**src/rtl/fp32_pkg.sv**
```systemverilog
// Shared FP32 definitions: rounding modes, fflags layout, special encodings and the
// record carried between the round and pack stages.
package fp32_pkg;

    typedef enum logic [2:0] {
        RmRne = 3'b000,
        RmRtz = 3'b001,
        RmRdn = 3'b010,
        RmRup = 3'b011,
        RmRmm = 3'b100
    } rm_e;

    // Bit positions inside the 5-bit fflags vector {NV, DZ, OF, UF, NX}.
    localparam int unsigned FlagNv = 4;
    localparam int unsigned FlagDz = 3;
    localparam int unsigned FlagOf = 2;
    localparam int unsigned FlagUf = 1;
    localparam int unsigned FlagNx = 0;

    localparam logic [31:0] FP32_CANON_NAN      = 32'h7FC0_0000;
    localparam logic [31:0] FP32_POS_INF        = 32'h7F80_0000;
    localparam logic [30:0] FP32_MAX_FINITE_MAG = 31'h7F7F_FFFF;

    // Rounded-but-unpacked value plus the special-case flags it travels with.
    typedef struct packed {
        logic        sign;
        logic [7:0]  exp;
        logic [22:0] mant;
        logic        rnd_ovf;
        logic        inexact;
        logic        zero;
        logic        ovf;
        logic        unf;
        logic        nan;
        logic        inf;
        logic        invalid;
        logic [2:0]  rm;
    } rnd_stage_t;

    // On overflow, decide between infinity and the largest finite magnitude.
    // Unassigned encodings behave like RNE.
    function automatic logic ovf_to_inf(input logic [2:0] rm, input logic sign);
        logic to_inf;
        case (rm)
            RmRtz:   to_inf = 1'b0;
            RmRdn:   to_inf = sign;
            RmRup:   to_inf = ~sign;
            default: to_inf = 1'b1;
        endcase
        return to_inf;
    endfunction

endpackage

```
**src/rtl/fp32_round_incr.sv**
```systemverilog
// Rounding-increment decision for one normalized mantissa under a RISC-V rounding mode.
module fp32_round_incr
    import fp32_pkg::*;
(
    input  logic       sign,
    input  logic       mant_lsb,
    input  logic [2:0] grs,
    input  logic [2:0] rm,
    output logic       inc,
    output logic       inexact
);

    logic g;
    logic r;
    logic s;

    assign g = grs[2];
    assign r = grs[1];
    assign s = grs[0];

    // Decide whether to add one ulp; reserved modes fall back to RNE.
    always_comb begin
        inexact = g | r | s;
        inc     = 1'b0;
        case (rm)
            RmRtz:   inc = 1'b0;
            RmRdn:   inc = sign & (g | r | s);
            RmRup:   inc = ~sign & (g | r | s);
            RmRmm:   inc = g;
            default: inc = g & (r | s | mant_lsb);
        endcase
    end

endmodule

```
**src/rtl/fp32_round_pack.sv**
```systemverilog
// FP32 round-and-pack: stage 1 rounds the normalized mantissa, stage 2 resolves special
// cases, packs the IEEE-754 word and forms RISC-V fflags. Valid/ready on both sides.
module fp32_round_pack
    import fp32_pkg::*;
#(
    parameter int unsigned FTZ = 1
) (
    input  logic        i_clk,
    input  logic        i_rst_n,
    input  logic        i_flush,
    input  logic        i_valid,
    output logic        o_ready,
    input  logic        i_sign,
    input  logic [7:0]  i_exp,
    input  logic [22:0] i_mantissa,
    input  logic [2:0]  i_grs,
    input  logic        i_zero_detect,
    input  logic        i_overflow,
    input  logic        i_underflow,
    input  logic        i_nan,
    input  logic        i_inf,
    input  logic        i_invalid,
    input  logic [2:0]  i_rm,
    output logic        o_valid,
    input  logic        i_ready,
    output logic [31:0] o_result,
    output logic [4:0]  o_fflags
);

    logic        s1_valid_q;
    logic        s1_valid_d;
    logic        s2_valid_q;
    logic        s2_valid_d;
    logic        s1_advance;
    logic        accept;

    rnd_stage_t  s1_d;
    rnd_stage_t  s1_q;

    logic        inc;
    logic        inexact;
    logic [23:0] mant_sum;

    logic [31:0] result_d;
    logic [31:0] result_q;
    logic [4:0]  fflags_d;
    logic [4:0]  fflags_q;

    // Stage 1 moves on when stage 2 is empty or being drained this cycle.
    assign s1_advance = s1_valid_q & (~s2_valid_q | i_ready);
    assign o_ready    = ~s1_valid_q | s1_advance;
    assign accept     = i_valid & o_ready;

    assign o_valid  = s2_valid_q;
    assign o_result = result_q;
    assign o_fflags = fflags_q;

    fp32_round_incr u_round_incr (
        .sign     (i_sign),
        .mant_lsb (i_mantissa[0]),
        .grs      (i_grs),
        .rm       (i_rm),
        .inc      (inc),
        .inexact  (inexact)
    );

    // Round the incoming mantissa; a carry out of the fraction bumps the exponent.
    always_comb begin
        mant_sum     = {1'b0, i_mantissa} + {23'd0, inc};
        s1_d         = '0;
        s1_d.sign    = i_sign;
        s1_d.inexact = inexact;
        s1_d.zero    = i_zero_detect;
        s1_d.ovf     = i_overflow;
        s1_d.unf     = i_underflow;
        s1_d.nan     = i_nan;
        s1_d.inf     = i_inf;
        s1_d.invalid = i_invalid;
        s1_d.rm      = i_rm;
        if (mant_sum[23]) begin
            s1_d.exp  = i_exp + 8'd1;
            s1_d.mant = '0;
        end else begin
            s1_d.exp  = i_exp;
            s1_d.mant = mant_sum[22:0];
        end
        s1_d.rnd_ovf = (s1_d.exp == 8'hFF);
    end

    // Pack the rounded value, highest-priority special case first.
    always_comb begin
        result_d         = {s1_q.sign, s1_q.exp, s1_q.mant};
        fflags_d         = '0;
        fflags_d[FlagNx] = s1_q.inexact;
        if (s1_q.nan) begin
            result_d         = FP32_CANON_NAN;
            fflags_d         = '0;
            fflags_d[FlagNv] = s1_q.invalid;
        end else if (s1_q.inf) begin
            result_d = {s1_q.sign, FP32_POS_INF[30:0]};
            fflags_d = '0;
        end else if (s1_q.zero) begin
            result_d = {s1_q.sign, 31'h0};
            fflags_d = '0;
        end else if (s1_q.ovf || s1_q.rnd_ovf) begin
            result_d         = ovf_to_inf(s1_q.rm, s1_q.sign) ? {s1_q.sign, FP32_POS_INF[30:0]}
                                                              : {s1_q.sign, FP32_MAX_FINITE_MAG};
            fflags_d         = '0;
            fflags_d[FlagOf] = 1'b1;
            fflags_d[FlagNx] = 1'b1;
        end else if (s1_q.unf || ((FTZ != 0) && (s1_q.exp == 8'h00))) begin
            // Denormal range is flushed to signed zero.
            result_d         = {s1_q.sign, 31'h0};
            fflags_d         = '0;
            fflags_d[FlagUf] = 1'b1;
            fflags_d[FlagNx] = 1'b1;
        end
    end

    // Stage valid next-state; flush wins over a simultaneous accept.
    always_comb begin
        s1_valid_d = s1_valid_q;
        s2_valid_d = s2_valid_q;
        if (i_flush) begin
            s1_valid_d = 1'b0;
            s2_valid_d = 1'b0;
        end else begin
            if (accept) begin
                s1_valid_d = 1'b1;
            end else if (s1_advance) begin
                s1_valid_d = 1'b0;
            end
            if (s1_advance) begin
                s2_valid_d = 1'b1;
            end else if (i_ready) begin
                s2_valid_d = 1'b0;
            end
        end
    end

    // Pipeline valid registers.
    always_ff @(posedge i_clk or negedge i_rst_n) begin
        if (!i_rst_n) begin
            s1_valid_q <= 1'b0;
            s2_valid_q <= 1'b0;
        end else begin
            s1_valid_q <= s1_valid_d;
            s2_valid_q <= s2_valid_d;
        end
    end

    // Stage 1 data captures only on an accepted transfer.
    always_ff @(posedge i_clk or negedge i_rst_n) begin
        if (!i_rst_n) begin
            s1_q <= '0;
        end else if (accept && !i_flush) begin
            s1_q <= s1_d;
        end
    end

    // Output data changes only when a new result moves in, so it holds under stall.
    always_ff @(posedge i_clk or negedge i_rst_n) begin
        if (!i_rst_n) begin
            result_q <= 32'h0;
            fflags_q <= 5'h0;
        end else if (s1_advance && !i_flush) begin
            result_q <= result_d;
            fflags_q <= fflags_d;
        end
    end

endmodule

```
**config.mk**
```make
export PLATFORM = sky130hd
export DESIGN_NAME = fp32_round_pack
export DESIGN_NICKNAME = d
export VERILOG_FILES = /design/src/rtl/fp32_pkg.sv /design/src/rtl/fp32_round_incr.sv /design/src/rtl/fp32_round_pack.sv
export SDC_FILE = /design/constraint.sdc
export NUM_CORES = 1
export LEC_CHECK = 0
export CORE_MARGIN = 4
export CORE_UTILIZATION = 39
export DETAILED_ROUTE_END_ITERATION = 16
export GPL_ROUTABILITY_DRIVEN = 0
export GPL_TIMING_DRIVEN = 0
export PLACE_DENSITY_LB_ADDON = 0.2
export REMOVE_ABC_BUFFERS = 1
export SETUP_SLACK_MARGIN = 0.1
export SYNTH_ARGS = -nofsm -noshare
export SYNTH_HDL_FRONTEND = slang
export SYNTH_SLANG_ARGS = --single-unit
```
**constraint.sdc**
```tcl
create_clock -name i_clk -period 2.1 [get_ports i_clk]
set_input_delay 0.42 -clock i_clk [delete_from_list [all_inputs] [get_ports i_clk]]
set_output_delay 0.42 -clock i_clk [all_outputs]
set_load 0.02 [all_outputs]
```
==> results.sh <==
export IMPL_pwr_share_seq=0.454
export IMPL_p_clk_frac=0.285
export IMPL_failed_checks="hold timing, setup timing"
export IMPL_dp_hpwl_mm=7.33
export IMPL_end_kind="flip-flop"
export IMPL_wl_per_cell_um=17.3
export IMPL_tritoncts="yes"
export IMPL_gr_total_overflow=0
export IMPL_max_stage_delay_ns=0.32
export IMPL_synth_edff_count=0
export IMPL_final_common_cell="nand2_1"
export IMPL_crit_required_ns=2.38
export IMPL_grt_pass1_vias=3675
export IMPL_ctsHoldBuffers=0
export IMPL_routed_wl_mm=12.0
export IMPL_finalNetCount=606
export IMPL_worstSetupStartpointType="input port"
export IMPL_dieArea_um2=12200
export IMPL_dp_cells=646
export IMPL_grt_pass1_wl_mm=19.4
export IMPL_worst_pin_slew_ns=0.681
export IMPL_crit_slowest_cell="or2_4"
export IMPL_p_sw_frac=0.307
export IMPL_synth_seq_area_share=0.496
export IMPL_syn_area_um2=4090
export IMPL_finalNonFillerCells=695
export IMPL_status="finished with violations"
export IMPL_finalClockSkew_ns=0.0118
export IMPL_combPwrFrac=0.261
export IMPL_drive_above_1_share=0.238
export IMPL_clk_path_buf_depth=2
export IMPL_fin_ws_ns=-0.200
export IMPL_avgSynthCellArea_um2=9.21
export IMPL_highest_layer="met4"
export IMPL_io_pins=88
export IMPL_numCtsBuffers=9
export IMPL_finish_instance_area_um2=5950
export IMPL_cp_cell_sequence="buf_8 -> nor2b_4 -> a21oi_2 -> o21ai_2 -> a211oi_2 -> a21oi_2 -> ha_4 -> nand4_1 -> or2_4 -> nor4b_4 -> and4bb_2 -> o2111ai_2 -> a22oi_1"
export IMPL_fp_row_count=37
export IMPL_drcViolationCount=0
export IMPL_wl_met1_mm=5.26
export IMPL_multi_input_area_um2=2320
export IMPL_power_switching_mw=1.30
export IMPL_min_period_ns=2.30
export IMPL_internal_power_mw=2.93
export IMPL_placed_area_um2=5110
export IMPL_wl_met2_mm=5.73
export IMPL_root_buffer="clkbuf_8"
export IMPL_worstPathArrival_ns=2.58
export IMPL_max_freq_ghz=0.435
export IMPL_yosys_most_used_dff="dfrtp_1"
export IMPL_fin_crit_sh=1.10
export IMPL_hold_viol_final=1
export IMPL_n_antenna_cell=0
export IMPL_p_leak_nw=2.57
export IMPL_via_count=3688
export IMPL_ys_ff_latch=81
export IMPL_first_pass_iters=4
export IMPL_vias_per_cell=5.31
export IMPL_die_w_um=110
export IMPL_critPathKind="input port to flip-flop"
export IMPL_relSlewSlack=0.546
export IMPL_wl_met3_um=682
export IMPL_cpMostUsedCell="a21oi_2"
export IMPL_drt_iter0_drc=203
export IMPL_whs_ns=-0.00119
export IMPL_start_util=0.398
export IMPL_pwr_density_cell_nw_per_um2=711
export IMPL_fillCellCount=922
export IMPL_core_area_um2=10300
export IMPL_ant_nets=0
export IMPL_final_cell_mix="90 x nand2_1, 81 x dfrtp_1, 73 x clkdlybuf4s50_1"
export IMPL_worst_path_max_fanout=4
export IMPL_maxCapViolations=0
export IMPL_ys_types=47
export IMPL_rsz0062_at_grt="yes"
export IMPL_regArea_um2=2030
export IMPL_worstSkewPairLatency_ns=0.37
export IMPL_io_buffers=86
export IMPL_holdCritPathClass="input port to asynchronous set/reset pin"
export IMPL_area_growth_pct=45.4
export IMPL_grt_usage=0.198
export IMPL_setup_viol=18
export IMPL_final_max_slew_viol_count=0
export IMPL_grt_antenna_before_repair=0
export IMPL_postSynthCellCount=444
export IMPL_yosysWarnings=0
export IMPL_grt_max_degree=50
export IMPL_htree_levels=3
export IMPL_cts_sinks=81
export IMPL_irDropWorstVdd_mv=0.305
export IMPL_die_h_um=110
export IMPL_postSynth_asyncResetShare=1.00
export IMPL_clk_pin_slew_ns=0.08
[repair_timing]
item	CTS	global route
endpoints found under the setup margin	67	64
setup buffers	21	9
pin swaps	43	30
gates resized for setup	130	25
gates cloned	5	0
[worst max-delay path, delay by kind of cell]
| kind | cells | cell delay, ns |
|---|---|---|
| adders and majority gates | 1 | 0.18 |
| and+or+nand+nor | 5 | 1.19 |
| AOI/OAI and AO/OA | 6 | 0.68 |
| buffers and inverters | 1 | 0.10 |
[path summary, 6_finish.rpt]
| check | start | to | slack [ns] | cells after the start |
|---|---|---|---|---|
| max reg2reg | o_valid | o_result[21] | 0.19 | 5 |
| min reg2reg | o_result[15] | o_result[15] | 0.48 | 2 |
| min | i_rst_n | o_result[18] | -0.001 | 1 |
| min in group i_clk | i_rm[2] | s1_q[2] | 0.30 | 2 |
| max | i_rm[2] | s1_q[10] | -0.20 | 13 |
| max in group asynchronous | i_rst_n | o_result[23] | 1.51 | 2 |
[layout make-up]
| cell class | count | area share |
|---|---|---|
| Tap cell | 136 | 0.0286 |
| Inverter | 4 | 0.00252 |
| Timing Repair Buffer | 119 | 0.202 |
| Sequential cell | 81 | 0.341 |
| Clock buffer | 14 | 0.0290 |
| Clock inverter | 2 | 0.00589 |
| Multi-Input combinational cell | 339 | 0.391 |
[stage by stage]
step | util | power (mW) | setup slack, ns | setup TNS, ns
2_1_floorplan | - | 2.41 | -0.704 | -32.32
5_1_grt | 0.579 | 4.46 | -0.314 | -3.63
6_report | 0.579 | 4.23 | -0.200 | -1.26
4_1_cts | 0.566 | 4.22 | -0.283 | -2.47
3_5_place_dp | 0.497 | 2.93 | -1.68 | -62.54
3_3_place_gp | 0.488 | 2.88 | -2.36 | -290.33
[metal layers]
metal	up-vias	track usage
li1	1771	-
met5	-	0
met4	0	0.0961
met2	115	0.313
met1	1777	0.263
met3	25	0.0367
[kinds of logic (layout without fill, tap and decap cells)]
group | Yosys count | count (layout) | synth area share
compound gates | 113 | 113 | 0.147
xor+xnor | 26 | 26 | 0.0557
fa+ha+maj | 3 | 3 | 0.00918
buf+inv | 29 | 139 | 0.0288
flops | 81 | 81 | 0.496
mux | 17 | 17 | 0.0462
other cells | 1 | 1 | 0.000917
simple gates | 174 | 179 | 0.216
[flip-flops by register name, summed over array words and instances (netlist names)]
name	cells
o_fflags	4
o_result	32
o_valid	1
s1_q	43
s1_valid_q	1
[cells in the mapped netlist, drive strengths merged (10+ instances only)]
master,count,share of area
xnor2,13,0.028
a21oi,34,0.042
o21ai,65,0.080
nor3,11,0.013
nand4,11,0.022
nand2,92,0.085
nand3,10,0.012
mux2,15,0.041
xor2,13,0.028
clkbuf,22,0.020
nor2,16,0.015
dfrtp,81,0.50
[power by group through the flow]
stage	clock network (mW)	logic (mW)	registers, mW
after CTS	1.23	1.07	1.92
final	1.21	1.10	1.92
after floorplan	0	0.373	2.04
after global placement	0	0.944	1.94
after global routing	1.31	1.20	1.95
after detailed placement	0	0.984	1.95
(Power assumes the default switching activity.)
